[src/rtl/mig_burst_pkg.sv]
// Shared encodings for the MIG burst engine: FSM states and MIG app_cmd opcodes.
package mig_burst_pkg;

    typedef enum logic [1:0] {
        ST_IDLE = 2'd0,
        ST_WR   = 2'd1,
        ST_RD   = 2'd2,
        ST_DONE = 2'd3
    } state_t;

    localparam logic [2:0] CMD_WRITE = 3'b000;
    localparam logic [2:0] CMD_READ  = 3'b001;

endpackage

[src/rtl/mig_burst_engine.sv]
// MIG app-interface burst engine (ui_clk domain): runs one host command at a time, either a
// write burst from the input FIFO to DDR or a read burst from DDR into the output FIFO.
module mig_burst_engine
    import mig_burst_pkg::*;
#(
    parameter int APP_DATA_W = 256,
    parameter int APP_ADDR_W = 30,
    parameter int ADDR_INC   = 8,
    parameter int LEN_W      = 16,
    parameter int MAX_RD_OUT = 32,
    parameter int CNT_W      = 8
) (
    input  logic                    sys_clk,
    input  logic                    rstn,
    input  logic                    calib_done,

    input  logic                    cmd_valid,
    output logic                    cmd_ready,
    input  logic                    cmd_write,
    input  logic [APP_ADDR_W-1:0]   cmd_addr,
    input  logic [LEN_W-1:0]        cmd_len,
    output logic                    busy,
    output logic                    done,
    output logic                    err_unexp_rd,
    output logic                    err_ob_ovf,

    output logic                    ib_re,
    input  logic [APP_DATA_W-1:0]   ib_data,
    input  logic                    ib_empty,

    output logic                    ob_we,
    output logic [APP_DATA_W-1:0]   ob_data,
    input  logic                    ob_full,
    input  logic [CNT_W-1:0]        ob_free,

    input  logic                    app_rdy,
    input  logic                    app_wdf_rdy,
    input  logic [APP_DATA_W-1:0]   app_rd_data,
    input  logic                    app_rd_data_valid,
    input  logic                    app_rd_data_end,
    output logic                    app_en,
    output logic [2:0]              app_cmd,
    output logic [APP_ADDR_W-1:0]   app_addr,
    output logic                    app_wdf_wren,
    output logic [APP_DATA_W-1:0]   app_wdf_data,
    output logic                    app_wdf_end,
    output logic [APP_DATA_W/8-1:0] app_wdf_mask,

    output state_t                  dbg_state
);

    // Handshakes: a transfer happens on a rising edge where valid (cmd_valid, app_en,
    // app_wdf_wren) and ready (cmd_ready, app_rdy, app_wdf_rdy) are both high; a raised
    // valid and its payload stay put until that edge.

    localparam logic [CNT_W-1:0]      MAX_RD = CNT_W'(MAX_RD_OUT);
    localparam logic [APP_ADDR_W-1:0] A_INC  = APP_ADDR_W'(ADDR_INC);

    state_t                  state;
    logic [APP_ADDR_W-1:0]   addr_q;
    logic [LEN_W-1:0]        rem_q;
    logic [CNT_W-1:0]        infl_q;
    logic                    cmd_sent;
    logic                    data_sent;

    logic wr_en;
    logic wr_wren;
    logic rd_en;
    logic cmd_acc;
    logic dat_acc;
    logic beat_done;
    logic rd_issue;
    logic rd_ret;

    always_comb begin
        wr_en     = (state == ST_WR) && !cmd_sent && !ib_empty;
        wr_wren   = (state == ST_WR) && !data_sent && !ib_empty;
        rd_en     = (state == ST_RD) && (rem_q != '0) && (infl_q < MAX_RD) && (infl_q < ob_free);
        cmd_acc   = wr_en && app_rdy;
        dat_acc   = wr_wren && app_wdf_rdy;
        // Command and data may be taken in different cycles; the beat retires once both are in.
        beat_done = (state == ST_WR) && (cmd_sent || cmd_acc) && (data_sent || dat_acc);
        rd_issue  = rd_en && app_rdy;
        // In 4:1 mode every valid beat is also its own burst end.
        rd_ret    = app_rd_data_valid && app_rd_data_end;
    end

    assign cmd_ready    = (state == ST_IDLE) && calib_done;
    assign busy         = (state != ST_IDLE);
    assign done         = (state == ST_DONE);
    assign dbg_state    = state;

    assign app_en       = wr_en || rd_en;
    assign app_cmd      = (state == ST_RD) ? CMD_READ : CMD_WRITE;
    assign app_addr     = addr_q;
    assign app_wdf_wren = wr_wren;
    assign app_wdf_end  = wr_wren;
    assign app_wdf_data = wr_wren ? ib_data : '0;
    assign app_wdf_mask = '0;
    assign ib_re        = beat_done;

    assign ob_we        = app_rd_data_valid;
    assign ob_data      = app_rd_data;

    always_ff @(posedge sys_clk or negedge rstn) begin
        if (!rstn) begin
            state        <= ST_IDLE;
            addr_q       <= '0;
            rem_q        <= '0;
            infl_q       <= '0;
            cmd_sent     <= 1'b0;
            data_sent    <= 1'b0;
            err_unexp_rd <= 1'b0;
            err_ob_ovf   <= 1'b0;
        end else begin
            if (app_rd_data_valid && (infl_q == '0))
                err_unexp_rd <= 1'b1;
            if (app_rd_data_valid && ob_full)
                err_ob_ovf <= 1'b1;

            // Issue and return in the same cycle cancel; a stray return saturates at zero.
            if (rd_issue && !rd_ret)
                infl_q <= infl_q + 1'b1;
            else if (rd_ret && !rd_issue && (infl_q != '0))
                infl_q <= infl_q - 1'b1;

            case (state)
                ST_IDLE: begin
                    if (cmd_valid && cmd_ready) begin
                        addr_q    <= cmd_addr;
                        rem_q     <= cmd_len;
                        cmd_sent  <= 1'b0;
                        data_sent <= 1'b0;
                        if (cmd_len == '0)
                            state <= ST_DONE;
                        else if (cmd_write)
                            state <= ST_WR;
                        else
                            state <= ST_RD;
                    end
                end
                ST_WR: begin
                    if (beat_done) begin
                        addr_q    <= addr_q + A_INC;
                        rem_q     <= rem_q - 1'b1;
                        cmd_sent  <= 1'b0;
                        data_sent <= 1'b0;
                        if (rem_q == LEN_W'(1))
                            state <= ST_DONE;
                    end else begin
                        if (cmd_acc)
                            cmd_sent <= 1'b1;
                        if (dat_acc)
                            data_sent <= 1'b1;
                    end
                end
                ST_RD: begin
                    if (rd_issue) begin
                        addr_q <= addr_q + A_INC;
                        rem_q  <= rem_q - 1'b1;
                    end
                    if ((rem_q == '0) && (infl_q == '0))
                        state <= ST_DONE;
                end
                ST_DONE: begin
                    state <= ST_IDLE;
                end
                default: begin
                    state <= ST_IDLE;
                end
            endcase
        end
    end

endmodule

[config.mk]
export PLATFORM = sky130hd
export DESIGN_NAME = mig_burst_engine
export DESIGN_NICKNAME = d
export VERILOG_FILES = /design/src/rtl/mig_burst_pkg.sv /design/src/rtl/mig_burst_engine.sv
export SDC_FILE = /design/constraint.sdc
export NUM_CORES = 1
export LEC_CHECK = 0
export CORE_AREA = 2 2 451 453
export DETAILED_ROUTE_END_ITERATION = 8
export DIE_AREA = 0 0 453 455
export SLEW_MARGIN = 25
export SYNTH_ARGS = -nofsm -noshare
export SYNTH_HDL_FRONTEND = slang
export SYNTH_SLANG_ARGS = --single-unit
[constraint.sdc]
create_clock -name sys_clk -period 3.49 [get_ports sys_clk]
set_clock_uncertainty 0.2 [all_clocks]
set_input_delay 0.349 -clock sys_clk [delete_from_list [all_inputs] [get_ports sys_clk]]
set_output_delay 0.349 -clock sys_clk [all_outputs]
set_load 0.02 [all_outputs]
==> results of run 1 <==
## worst max-delay path: stages, from the launching register on
cell and delay [ps]:
dfrtp_1 380, inv_2 70, ha_4 160, or3b_4 230
and4b_1 220, buf_12 150, a211oi_4 260, nand4_1 150
buf_6 180, fa_2 360, a21o_1 170, a21oi_2 140
o21bai_1 90, a21oi_2 150, xnor2_1 70, mux2_4 260
## state kept, by name, summed over array words and instances (netlist names)
name / flops
err_ob_ovf: 1
infl_q: 8
app_addr: 30
cmd_sent: 1
rem_q: 16
err_unexp_rd: 1
data_sent: 1
dbg_state: 2
## cell usage in the layout (no fill, tap or decap), types with 3 or more instances in the layout
cell             instances
clkdlybuf4s50_1        419
and2_1                 259
buf_12                 135
dfrtp_1                 59
buf_4                   59
nand2_1                 57
a21oi_1                 43
dlymetal6s2s_1          38
conb_1                  34
nand3_1                 32
o21ai_0                 31
diode_2                 19
a2bb2oi_1               19
inv_1                   18
o22ai_1                 18
nor2_1                  17
ha_1                    13
nor3_1                  12
nor4_1                  11
clkbuf_16                9
nand4_1                  8
and3_1                   8
mux2i_1                  7
nand2b_1                 6
a211o_1                  6
ha_4                     6
o211ai_1                 5
or3_1                    5
xnor2_1                  5
nor2b_1                  4
a21o_1                   4
o21a_1                   4
mux2_4                   4
inv_2                    3
a221o_1                  3
a31o_2                   3
## report_power, final
group,leakage (nW),switching [mW],internal (mW)
registers,0.681,0.482,1.06
clock network,0.139,0.411,0.553
logic,5.70,4.29,3.36
## metal layers
metal / vias up / GRT usage / wire length, um
li1: 3884 / - / -
met1: 4455 / 0.0977 / 35500
met2: 1113 / 0.287 / 86700
met3: 444 / 0.105 / 24300
met4: 46 / 0.0354 / 5360
met5: - / 0.0175 / 691
## final cells by class
cell class                      instances  share of cell area
Inverter                               21             0.00454
Multi-Input combinational cell        659               0.243
Clock buffer                           10              0.0132
Clock inverter                          6             0.00367
Timing Repair Buffer                  656               0.454
Sequential cell                        60              0.0865
Antenna cell                           19             0.00274
Tap cell                             2672               0.193
## how the worst max path moves through the flow
| stage | startpoint | end | slack [ps] |
|---|---|---|---|
| floorplan | infl_q[6] | infl_q[6] | -70 |
| global placement | ob_free[7] | infl_q[7] | -130 |
| detailed placement | ob_free[7] | infl_q[7] | -240 |
| CTS | rem_q[0] | infl_q[7] | 20 |
| global route | rem_q[0] | infl_q[7] | -50 |
| finish | rem_q[0] | infl_q[6] | 110 |
## what timing repair did
item / CTS / global route
resized for setup: 3 / 52
endpoints found under the hold margin: 20 / 0
hold buffers: 1 / 0
buffers inserted: 0 / 5
pin swaps: 0 / 8
endpoints found under the setup margin: 7 / 64
## per-stage QoR
stage | instances | hold WS [ps] | total power, mW | cell area, sq um
finish | 4103 | 283 | 10.2 | 17400
floorplan | 1085 | -147 | 5.43 | 8100
CTS | 4079 | 282 | 10.3 | 17100
detailed placement | 4062 | 254 | 9.21 | 16800
global placement | 4062 | 248 | 9.12 | 16800
global route | 4088 | 298 | 10.8 | 17300
## kinds of logic (layout without fill, tap and decap cells)
family,after synthesis,after routing
mux,11,11
compound gates,154,154
flops,60,60
fa+ha+maj,22,22
buf+inv,366,693
other cells,1,53
xor+xnor,7,7
simple gates,431,431
==> results.toml, run 1 <==
[critical_path]
arrival_ps = 3430
worstSetupPathType = "register to register"
critPathCaptureType = "register"
required_ps = 3540
rr_startpoint = "rem_q[0]"
worstPathMaxFanout = 7
r2r_slack_ps = 110
cp-start-kind = "register"
reg2reg_to = "infl_q[6]"
r2r_cells = 15

[yosys]
synth_adder_area_share = 0.0356
synthTopCellsByCount = "buf_4, and2_1, dfrtp_1"
synth.most_common_cell = "buf_4"
async_reset_ff_frac = 1.00
synth-xor-area-share = 0.00772
syn_inst = 1052
avgSynthCellArea_sq_um = 7.55
synth_top_area_frac = 0.276
synth_edf_count = 0
ys_seq_elements = 60
synth.area.mux_share = 0.0164
synth_cell_types = 56
synthFlopType = "dfrtp_1"
ys.warnings.count = 0
synth_compound_area_frac = 0.126
synth_top_area_cell = "buf_4"
yosys-top-cells-area = "buf_4, and2_1, dfrtp_1, ha_1, a21oi_1"
synth_top_family_by_area = "buffers and inverters"
synth_simple_gate_area_frac = 0.312
synth_area_sq_mm = 0.00794
yosysSeqAreaShare = 0.189

[global_routing]
overflow = 0
antenna_found_initial = 203
grt_pass1_vias = 9204
grt_max_degree = 102
grt_usage = 0.142
grt_pass1_wl_mm = 171

[placement]
globalplace.congestion = 0.842
portBuffers = 619
hpwl_mm = 142
dp_slack_ps = -242

[detailed_routing]
wl_per_cell_um = 37.2
route.detailed.drc = 0
avgViaCountPerCell = 2.42
finalWirelength_mm = 153
ant_nets = 0
drt-initial-drc-count = 561
drt_pass1_iterations = 5
vias = 9942

[timing]
rsz0062_at_grt = "true"
drv_slew = 0
slew_headroom = 0.372
worstMarginPinSlew_ps = 942
setup_violations = 0
finalCritPeriodShare = 0.967
fin_ws_ps = 114
hold_viol_final = 0
period_minus_slack_ps = 3380
tns_ps = 0
max_freq_ghz = 0.296

[floorplanning]
initial_core_util = 0.0394
boundaryPins = 1166
coreArea_sq_mm = 0.201
die_area_sq_mm = 0.206
die_y_um = 455
die_w_um = 453
rows = 165

[clock_network]
numCtsBuffers = 9
clkLatencyLatePin_ps = 380
cts_sinks = 60
clock-root-buffer = "clkbuf_16"
clockBufferDepth = 2
clk_pin_slew_ps = 60
htreeDepth = 3
tritoncts = "built"

[final_layout]
layout.nets = 2006
fin_util = 0.0863
area_growth_syn_to_layout_pct = 119
drive_gt1_frac = 0.173
fillers = 23400
multi_input_area_sq_mm = 0.00422
seqCellArea_sq_mm = 0.00150

[min_path]
holdPathEnd = "err_ob_ovf"
min_from = "err_ob_ovf"
holdPathStages = 1
hold_class = "register to register"

[status]
run_status = "complete, no violations"

[job]
maxCapViolCount = 0

[power_and_ir_drop]
p_leak_nw = 6.52
peakVddDrop_mv = 0.474
power_density_mw_per_mm2 = 585
(Power assumes the default switching activity.)
==> inputs of run 2 (changes only) <==
--- a/config.mk
+++ b/config.mk
@@ -5,9 +5,13 @@
 export SDC_FILE = /design/constraint.sdc
 export NUM_CORES = 1
 export LEC_CHECK = 0
-export CORE_AREA = 2 2 451 453
+export CELL_PAD_IN_SITES_DETAIL_PLACEMENT = 1
+export CELL_PAD_IN_SITES_GLOBAL_PLACEMENT = 1
+export CORE_AREA = 2 2 450 452
+export CTS_CLUSTER_DIAMETER = 40
 export DETAILED_ROUTE_END_ITERATION = 8
-export DIE_AREA = 0 0 453 455
+export DIE_AREA = 0 0 452 454
+export PLACE_DENSITY_LB_ADDON = 0.1
 export SLEW_MARGIN = 25
 export SYNTH_ARGS = -nofsm -noshare
 export SYNTH_HDL_FRONTEND = slang
==> run 2 against run 1 <==
Against the previous run: design area decreased by 3.3%; utilization decreased by 0.27 points; clock-buffer cell count decreased by 1; register-to-register slack about the same; clock power increased by 17%; largest power group unchanged.
==> results.toml, run 2 (same netlist as run 1, synthesis figures left out) <==
[final_layout]
drive_gt1_frac = 0.141
fin_cells = 4135
final_common_cell = "clkdlybuf4s50_1"
final_cell_mix = "clkdlybuf4s50_1, and2_1, dlygate4sd2_1"
fin_util = 0.0836
layout.nets = 2044
fillers = 23700
area_growth_syn_to_layout_pct = 112
largest_register_ffs = 30

[clock_network]
clkLatencyLatePin_ps = 400
htreeDepth = 3
cts_sinks = 60
clock-root-buffer = "clkbuf_16"
tritoncts = "built"
numCtsBuffers = 9
clockBufferDepth = 2
clk_pin_slew_ps = 80

[floorplanning]
die_area_sq_mm = 0.205
coreArea_sq_mm = 0.201
rows = 165
die_w_um = 452
boundaryPins = 1166
initial_core_util = 0.0395
die_y_um = 454

[timing]
fin_ws_ps = 114
setup_violations = 0
rsz0062_at_grt = "true"
worstMarginPinSlew_ps = 707
drv_slew = 0
max_freq_ghz = 0.296
hold_viol_final = 0
period_minus_slack_ps = 3380
finalCritPeriodShare = 0.967
slew_headroom = 0.525

[power_and_ir_drop]
p_total_mw = 10.3
p_switching_mw = 5.35
power_density_mw_per_mm2 = 615
p_leak_nw = 6.95
swShare = 0.518
pwr-share-comb = 0.746
p_seq_frac = 0.145
intPower_mw = 4.98
clkPwrFrac = 0.109
peakVddDrop_mv = 0.420

[placement]
portBuffers = 619
dp_slack_ps = -217
place_inst = 4094
hpwl_mm = 105
globalplace.congestion = 0.860

[job]
maxCapViolCount = 0

[detailed_routing]
drt-initial-drc-count = 381
avgViaCountPerCell = 2.26
drt_pass1_iterations = 4
wl_per_cell_um = 28.8
route.detailed.drc = 0
vias = 9361
ant_nets = 0
finalWirelength_mm = 119

[critical_path]
critPathCaptureType = "register"
cpMaxStageDelayCell = "or3_4"
worstSetupPathType = "register to register"
cp-start-kind = "register"
arrival_ps = 3500
crit_start = "infl_q[6]"
rr_startpoint = "infl_q[6]"
r2r_slack_ps = 110
reg2reg_to = "infl_q[7]"
r2r_cells = 12
setup.worst_path.end = "infl_q[7]"
worstPathMaxFanout = 7
crit_chain = "or3_4 > or3b_4 > a211oi_4 > nand4_1 > buf_6 > buf_4 > ha_4 > nand3_1 > o211ai_1 > o41ai_2 > mux2i_1 > xor2_1"
cpPeakStageDelay_ps = 390
required_ps = 3620

[global_routing]
grt_usage = 0.112
grt_max_degree = 61
overflow = 0
grt_pass1_wl_mm = 143
antenna_found_initial = 73
grt_pass1_vias = 10000

[min_path]
hold_class = "register to register"

[status]
run_status = "complete, no violations"
==> run 2: repair_timing <==
item | in CTS | in global routing
endpoints found under the hold margin | 60 | 0
setup endpoints to repair | 145 | 50
hold buffers | 1 | 0
cloned | 4 | 0
pin swaps | 1 | 7
gates resized for setup | 145 | 65
buffers inserted | 4 | 3
==> run 2: critical path: cells and delay by family (launching register included) <==
kind,cells,cell delay (ps)
adders and majority gates,1,210
xor gates and xnor gates,1,160
DFF,1,380
buffers and inverters,2,320
AOI/OAI and AO/OA,3,740
muxes,1,270
and+or+nand+nor,4,1010
==> run 2: power by group through the flow <==
stage               clock (mW)  sequential [mW]  combinational, mW
floorplan                    0             1.60               3.83
global placement             0             1.52               7.92
detailed placement           0             1.52               7.92
CTS                       1.23             1.51               7.99
global route              1.23             1.58               8.45
finish                    1.13             1.50               7.71
==> run 2: final cells by class <==
cell class,instances,area [sq um],area share
clock inverters,7,98.8,0.00588
flip-flops and latches,60,1500,0.0895
repair buffers,694,7290,0.434
multi-input cells,659,4220,0.251
diodes,13,32.5,0.00194
well taps,2672,3340,0.199
inverters,21,81.3,0.00484
clock buffers,9,225,0.0134
==> run 2: worst min-delay path by stage <==
stage,start,end,slack (ps),depth (start not counted)
floorplan,rstn,app_addr[0],-150,0
global route,err_unexp_rd,err_unexp_rd,290,1
global placement,rstn,app_addr[13],250,2
detailed placement,rstn,app_addr[13],250,2
CTS,cmd_addr[0],app_addr[0],270,3
finish,err_unexp_rd,err_unexp_rd,270,1
==> run 2: metal layers <==
metal | vias up | track usage | wire length (um)
met4 | 12 | 0.0454 | 5560
met5 | - | 0.0280 | 828
met2 | 718 | 0.189 | 57500
met1 | 4445 | 0.0963 | 35500
met3 | 235 | 0.0883 | 19800
li1 | 3951 | - | -
==> run 2: per-stage QoR <==
| stage | setup TNS (ps) | hold WS [ps] | cell area [sq um] |
|---|---|---|---|
| final | 0 | 269 | 16800 |
| after global routing | -90.9 | 292 | 16800 |
| after CTS | 0 | 265 | 16600 |
| after detailed placement | -526 | 246 | 16200 |
| after global placement | -539 | 251 | 16200 |
| after floorplan | -74.8 | -147 | 8100 |
==> inputs of run 3 (changes only) <==
--- a/config.mk
+++ b/config.mk
@@ -8,7 +8,7 @@
 export CELL_PAD_IN_SITES_DETAIL_PLACEMENT = 1
 export CELL_PAD_IN_SITES_GLOBAL_PLACEMENT = 1
 export CORE_AREA = 2 2 450 452
-export CTS_CLUSTER_DIAMETER = 40
+export CTS_CLUSTER_DIAMETER = 100
 export DETAILED_ROUTE_END_ITERATION = 8
 export DIE_AREA = 0 0 452 454
 export PLACE_DENSITY_LB_ADDON = 0.1
==> results of run 3 <==
Final layout, timing and power as in run 2 (identical DEF).
